<file path="src/rtl/crc_stream_master_pkg.sv">
// Shared constants for the CRC stream master: FSM encoding, register offsets.
// Build option: CRC_STREAM_FINAL_XOR_EN applies CRC_XOROUT to the result.
package crc_stream_master_pkg;

    localparam logic [2:0] S_IDLE = 3'd0;
    localparam logic [2:0] S_INIT = 3'd1;
    localparam logic [2:0] S_RD   = 3'd2;
    localparam logic [2:0] S_WR   = 3'd3;
    localparam logic [2:0] S_RES  = 3'd4;
    localparam logic [2:0] S_DONE = 3'd5;

    localparam logic [31:0] CTRL_OFS   = 32'h0;
    localparam logic [31:0] DATA_OFS   = 32'h4;
    localparam logic [31:0] CRC_INIT   = 32'hFFFF_FFFF;
    localparam logic [31:0] CRC_XOROUT = 32'hFFFF_FFFF;

    function automatic logic is_access(input logic [2:0] s);
        return (s == S_INIT) || (s == S_RD) ||
               (s == S_WR)   || (s == S_RES);
    endfunction

endpackage

</file>
<file path="src/rtl/crc_stream_master_if.sv">
// Request/grant bus between the CRC stream master and the system decoder.
interface crc_stream_master_if;

    logic        bus_req;
    logic        bus_gnt;
    logic        m_valid;
    logic        m_wr_en;
    logic [31:0] m_addr;
    logic [31:0] m_wdata;
    logic [31:0] m_rdata;

    modport master (
        output bus_req, m_valid, m_wr_en, m_addr, m_wdata,
        input  bus_gnt, m_rdata
    );

    modport slave (
        input  bus_req, m_valid, m_wr_en, m_addr, m_wdata,
        output bus_gnt, m_rdata
    );

endinterface

</file>
<file path="src/rtl/crc_stream_master.sv">
// Streams RAM words into an external CRC accelerator and fetches the result.
// Define CRC_STREAM_FINAL_XOR_EN to invert the fetched result.
module crc_stream_master
    import crc_stream_master_pkg::*;
#(
    parameter logic [31:0] CRC_BASE = 32'h0002_0000,
    parameter int          CNT_W    = 16
) (
    input  logic             clk,
    input  logic             rst_n,
    input  logic             start,
    input  logic             abort,
    input  logic [31:0]      src_addr,
    input  logic [CNT_W-1:0] word_count,
    crc_stream_master_if.master bus,
    output logic             busy,
    output logic             done,
    output logic [31:0]      crc_result
);

`ifdef CRC_STREAM_FINAL_XOR_EN
    localparam logic [31:0] XOR_MASK = CRC_XOROUT;
`else
    localparam logic [31:0] XOR_MASK = 32'h0;
`endif

    logic [2:0]       r_state;
    logic [31:0]      r_addr;
    logic [CNT_W-1:0] r_cnt;
    logic [CNT_W-1:0] r_idx;
    logic [31:0]      r_data;
    logic [31:0]      r_crc;

    logic             w_acc;
    logic             w_fire;
    logic             w_last;
    logic [CNT_W-1:0] w_idx_nx;

    assign w_acc    = is_access(r_state);
    assign w_fire   = w_acc && bus.bus_gnt;
    assign w_idx_nx = r_idx + 1'b1;
    assign w_last   = (w_idx_nx == r_cnt);

    always_ff @(posedge clk or negedge rst_n) begin
        if (!rst_n) begin
            r_state <= S_IDLE;
            r_addr  <= '0;
            r_cnt   <= '0;
            r_idx   <= '0;
            r_data  <= '0;
            r_crc   <= CRC_INIT;
        end else if (abort) begin
            r_state <= S_IDLE;
        end else begin
            unique case (r_state)
                S_IDLE: if (start) begin
                    r_state <= S_INIT;
                    r_addr  <= src_addr & ~32'h3;
                    r_cnt   <= word_count;
                    r_idx   <= '0;
                end
                S_INIT: if (w_fire) begin
                    r_state <= (r_cnt == '0) ? S_RES : S_RD;
                end
                S_RD: if (w_fire) begin
                    r_data  <= bus.m_rdata;
                    r_state <= S_WR;
                end
                S_WR: if (w_fire) begin
                    r_idx   <= w_idx_nx;
                    r_addr  <= r_addr + 32'd4;
                    r_state <= w_last ? S_RES : S_RD;
                end
                S_RES: if (w_fire) begin
                    r_crc   <= bus.m_rdata ^ XOR_MASK;
                    r_state <= S_DONE;
                end
                S_DONE:  r_state <= S_IDLE;
                default: r_state <= S_IDLE;
            endcase
        end
    end

    // Bus outputs decode straight from state, so they hold while waiting.
    always_comb begin
        bus.m_valid = 1'b0;
        bus.m_wr_en = 1'b0;
        bus.m_addr  = '0;
        bus.m_wdata = '0;
        unique case (r_state)
            S_INIT: begin
                bus.m_valid = 1'b1;
                bus.m_wr_en = 1'b1;
                bus.m_addr  = CRC_BASE + CTRL_OFS;
            end
            S_RD: begin
                bus.m_valid = 1'b1;
                bus.m_addr  = r_addr;
            end
            S_WR: begin
                bus.m_valid = 1'b1;
                bus.m_wr_en = 1'b1;
                bus.m_addr  = CRC_BASE + DATA_OFS;
                bus.m_wdata = r_data;
            end
            S_RES: begin
                bus.m_valid = 1'b1;
                bus.m_addr  = CRC_BASE + DATA_OFS;
            end
            default: ;
        endcase
    end

    assign bus.bus_req = w_acc;
    assign busy        = w_acc;
    assign done        = (r_state == S_DONE);
    assign crc_result  = r_crc;

endmodule

</file>
<file path="src/flat_wrapper.sv">
// flat-port wrapper written by rule: the top's interface ports become plain ports
module crc_stream_master_flat import crc_stream_master_pkg::*;
#(
    parameter logic [31:0] CRC_BASE = 32'h0002_0000,
    parameter int          CNT_W    = 16
)
  (clk, rst_n, start, abort, src_addr, word_count, busy, done, crc_result, bus_bus_req, bus_m_valid, bus_m_wr_en, bus_m_addr, bus_m_wdata, bus_bus_gnt, bus_m_rdata);
  crc_stream_master_if bus_i ();
  input  logic clk;
  input  logic rst_n;
  input  logic start;
  input  logic abort;
  input  logic [31:0] src_addr;
  input  logic [CNT_W-1:0] word_count;
  output logic busy;
  output logic done;
  output logic [31:0] crc_result;
  output wire logic [$bits(bus_i.bus_req)-1:0] bus_bus_req;
  output wire logic [$bits(bus_i.m_valid)-1:0] bus_m_valid;
  output wire logic [$bits(bus_i.m_wr_en)-1:0] bus_m_wr_en;
  output wire logic [$bits(bus_i.m_addr)-1:0] bus_m_addr;
  output wire logic [$bits(bus_i.m_wdata)-1:0] bus_m_wdata;
  input wire logic [$bits(bus_i.bus_gnt)-1:0] bus_bus_gnt;
  input wire logic [$bits(bus_i.m_rdata)-1:0] bus_m_rdata;
  assign bus_bus_req = bus_i.bus_req;
  assign bus_m_valid = bus_i.m_valid;
  assign bus_m_wr_en = bus_i.m_wr_en;
  assign bus_m_addr = bus_i.m_addr;
  assign bus_m_wdata = bus_i.m_wdata;
  assign bus_i.bus_gnt = bus_bus_gnt;
  assign bus_i.m_rdata = bus_m_rdata;
  crc_stream_master #(.CRC_BASE(CRC_BASE), .CNT_W(CNT_W)) u_core (.clk(clk), .rst_n(rst_n), .start(start), .abort(abort), .src_addr(src_addr), .word_count(word_count), .bus(bus_i), .busy(busy), .done(done), .crc_result(crc_result));
endmodule
</file>
<file path="config.mk">
export PLATFORM = sky130hd
export DESIGN_NAME = crc_stream_master_flat
export DESIGN_NICKNAME = d
export VERILOG_FILES = /design/src/rtl/crc_stream_master_pkg.sv /design/src/rtl/crc_stream_master_if.sv /design/src/rtl/crc_stream_master.sv /design/src/flat_wrapper.sv
export SDC_FILE = /design/constraint.sdc
export NUM_CORES = 1
export LEC_CHECK = 0
export ABC_AREA = 1
export BUFFER_PORTS_ARGS = -buffer_cell sky130_fd_sc_hd__buf_2
export CORE_MARGIN = 5
export CORE_UTILIZATION = 41
export DETAILED_ROUTE_END_ITERATION = 8
export PLACE_DENSITY = 0.64
export SETUP_SLACK_MARGIN = 0.1
export SYNTH_ARGS = -nofsm -noshare
export SYNTH_HDL_FRONTEND = slang
export SYNTH_SLANG_ARGS = --single-unit
</file>
<file path="constraint.sdc">
create_clock -name clk -period 3.4 [get_ports clk]
set_clock_uncertainty 0.05 [all_clocks]
set_input_delay 0.34 -clock clk [delete_from_list [all_inputs] [get_ports clk]]
set_output_delay 0.34 -clock clk [all_outputs]
set_load 0.01 [all_outputs]
</file>
==> key figures <==
Floorplanning
  • Core area: 0.01730 mm²
  • Die Y: 142.7 µm
  • Die span in x: 142.7 µm
  • DIE AREA: 0.02036 mm²
  • Io pins: 186
  • Initial core utilization: 41.75%
  • Row count: 48

Detailed routing
  • Total wire length: 20460 µm
  • Iteration count of the initial detailed-routing pass: 5
  • Routed Antenna Nets: 0
  • Via count: 6932
  • Via-per-instance ratio: 4.937
  • Routed WL per cell: 14.57 µm
  • Drc violations: 0
  • Initial DRC count: 388

CTS
  • Reg clk slew, reported paths: 0.07 ns
  • Skew-Pair Late Insertion Delay: 0.43 ns
  • Htree depth: 4
  • Clock Path Buffers: 2
  • CTS sink cnt: 129
  • CTS tree: built
  • Num CTS Buffers: 17
  • Root Driver: clkbuf_16
  • Post-CTS Resized: 0

STA
  • Endpoints failing hold: 0
  • Worst Hold Slack: 0.05110 ns
  • Worst-margin pin slew: 1.041 ns
  • Minimum clock period: 2.670 ns
  • Max Clk Rate: 374.5 MHz
  • Tcrit/Tclk final: 78.54%
  • RSZ-0062 raised after global routing: false
  • Relative slew margins: 30.37%
  • Setup TNS: 0 ns
  • Max Slew Vio Count: 0
  • Final setup viols: 0

Logic synthesis
  • Synth Instances: 997
  • Synth Area in XOR/XNOR: 2.547%
  • Synth Area in Compound Gates: 12.48%
  • Synth top cells by count: nand2_1, inv_1, nor2_1, o21ai_0, dfrtp_1
  • Post-synthesis mux area share: 0%
  • Netlist Area Pre-Place: 0.007221 mm²
  • Post-synth EDFFs: 0
  • Seq/Total Area, Yosys: 45.26%
  • Area share of the largest cell type after synthesis: 33.62%
  • Ys async rst share: 100.0%
  • Cell taking the most area after synthesis: dfrtp_1
  • Syn Area/Cell: 7.242 µm²
  • Main combinational cell family by area after synthesis: simple AND/OR/NAND/NOR gates
  • Synth Area in Simple Gates: 28.31%
  • #FFs+latches synth: 129
  • Synth top area cells: dfrtp_1, nand2_1, dfstp_2
  • Most frequent cell after synthesis: nand2_1
  • YS warnings: 0
  • Synth Area in Adders: 0.3466%
  • Post-synth top flop: dfrtp_1
  • Distinct cells, synth: 38

Power and ir drop
  • PwrDens: 668.8 mW/mm²
  • Maximum vdd drop: 403.6 µV
  • P_leak: 4.549 nW

Place
  • Total placed cells including tap cells: 1371
  • IO Port Bufs: 181
  • GPL Wtd Cong: 0.9011
  • Placed inst area: 0.008300 mm²
  • HPWL after detailed placement: 14820 µm

GRT
  • First-pass GRT wire length: 33370 µm
  • Vias in the first global route: 6687
  • GRT Util Overall: 20.38%
  • Grt total ovfl: 0
  • Largest net degree at the start of global routing: 67
  • Initial antenna violation count: 3

Critical path
  • Startpoint types: register
  • Data arrival, critical path: 2.28 ns
  • CP Data Required Time: 3.01 ns
  • Critical path endpoint category: output pin
  • Crit path max fanout: 29
  • Critical path type: register to output pin

Cells and area
  • Final Non-Filler Cells: 1404
  • Layout cells sized above 1: 24.09%
  • Post-Layout Inst Area: 0.008896 mm²
  • Antenna cells: 0
  • Layout area overhead: 23.20%
  • NumNets Final: 1253

Run status
  • Run status: completed

Run
  • Max-cap violations: 0

Min path
  • Worst hold path class: input port to register
[kinds of logic after synthesis]
family / after synthesis
buf+inv: 201
simple gates: 476
compound gates: 167
flops: 129
xor+xnor: 21
fa+ha+maj: 2
other cells: 1
[what timing repair did]
| action | 4_1_cts | 5_1_grt |
|---|---|---|
| endpoints found under the hold margin | 14 | 0 |
| buffers inserted | 0 | 0 |
| hold buffers | 1 | 0 |
[path summary, 6_finish.rpt]
kind / endpoint / cells past startpoint / from / slack, ns
worst max-delay path: bus_m_addr[2] / 7 / u_core.r_state[1]$_DFFE_PN0P_ / 0.73
worst min-delay path: u_core.r_cnt[0]$_DFFE_PN0P_ / 3 / word_count[0] / 0.05
worst max register to register: u_core.r_addr[13]$_DFFE_PN0P_ / 10 / u_core.r_state[1]$_DFFE_PN0P_ / 0.82
worst min register to register: u_core.r_data[28]$_DFFE_PN0P_ / 2 / u_core.r_data[28]$_DFFE_PN0P_ / 0.43
max in group asynchronous: u_core.r_data[7]$_DFFE_PN0P_ / 3 / rst_n / 2.16
min in group asynchronous: u_core.r_addr[25]$_DFFE_PN0P_ / 2 / rst_n / 0.27
[sequential cells by signal, indices dropped and copies added (netlist names)]
| signal | flops |
|---|---|
| u_core.r_cnt | 16 |
| u_core.crc_result | 32 |
| u_core.r_state | 3 |
| u_core.r_data | 32 |
| u_core.r_idx | 16 |
| u_core.r_addr | 30 |
[placed cells by master, fill, tap and decap left out, drive strengths merged, types with 3 or more instances in the layout]
cell / count
clkbuf: 17
nor2: 136
xor2: 20
nand3: 62
clkinv: 3
nor4: 7
nor3: 12
nand2: 238
o211ai: 6
buf: 189
a31oi: 4
inv: 171
o22ai: 30
a21oi: 10
nand4: 16
dfstp: 32
o21ai: 114
dfrtp: 97
[power breakdown]
part	switching [mW]	total (mW)	internal (mW)
clock network	0.815	1.80	0.986
logic	1.15	1.79	0.646
registers	0.382	2.36	1.98
total	2.34	5.95	3.61
[metal layers]
| layer | share of wire (%) | global-route usage, % | vias to the layer above |
|---|---|---|---|
| li1 | - | - | 3498 |
| met1 | 45 | 27.95 | 3173 |
| met2 | 45 | 31.21 | 231 |
| met3 | 8.4 | 6.330 | 24 |
| met4 | 1.1 | 5.903 | 6 |
| met5 | 0.18 | 0 | - |
[critical path, cell delays in order, from the launching register on]
cell	delay [ns]
dfrtp_1	0.42
inv_2	0.08
nor2_2	0.11
inv_2	0.08
nor2_1	0.20
inv_1	0.46
o211ai_1	0.34
buf_2	0.17
[per-stage QoR]
stage / total power [mW] / utilization, % / setup slack [ns]
after floorplan: 3.577 / - / 1.585
after detailed placement: 4.162 / 47.99 / 0.8572
after CTS: 6.013 / 51.43 / 0.7180
final: 5.950 / 51.43 / 0.7298
after global routing: 6.408 / 51.43 / 0.5413
after global placement: 4.124 / 47.99 / 0.8896
[area by class of cell]
type                            count  area, µm²
Inverter                          160      600.6
Tap cell                          225      281.5
Clock buffer                       17      425.4
Timing Repair Buffer              190      991.0
Clock inverter                     15      160.2
Sequential cell                   129       3268
Fill cell                        1742       8401
Multi-Input combinational cell    668       3169
Power figures use the tool's default switching activity.
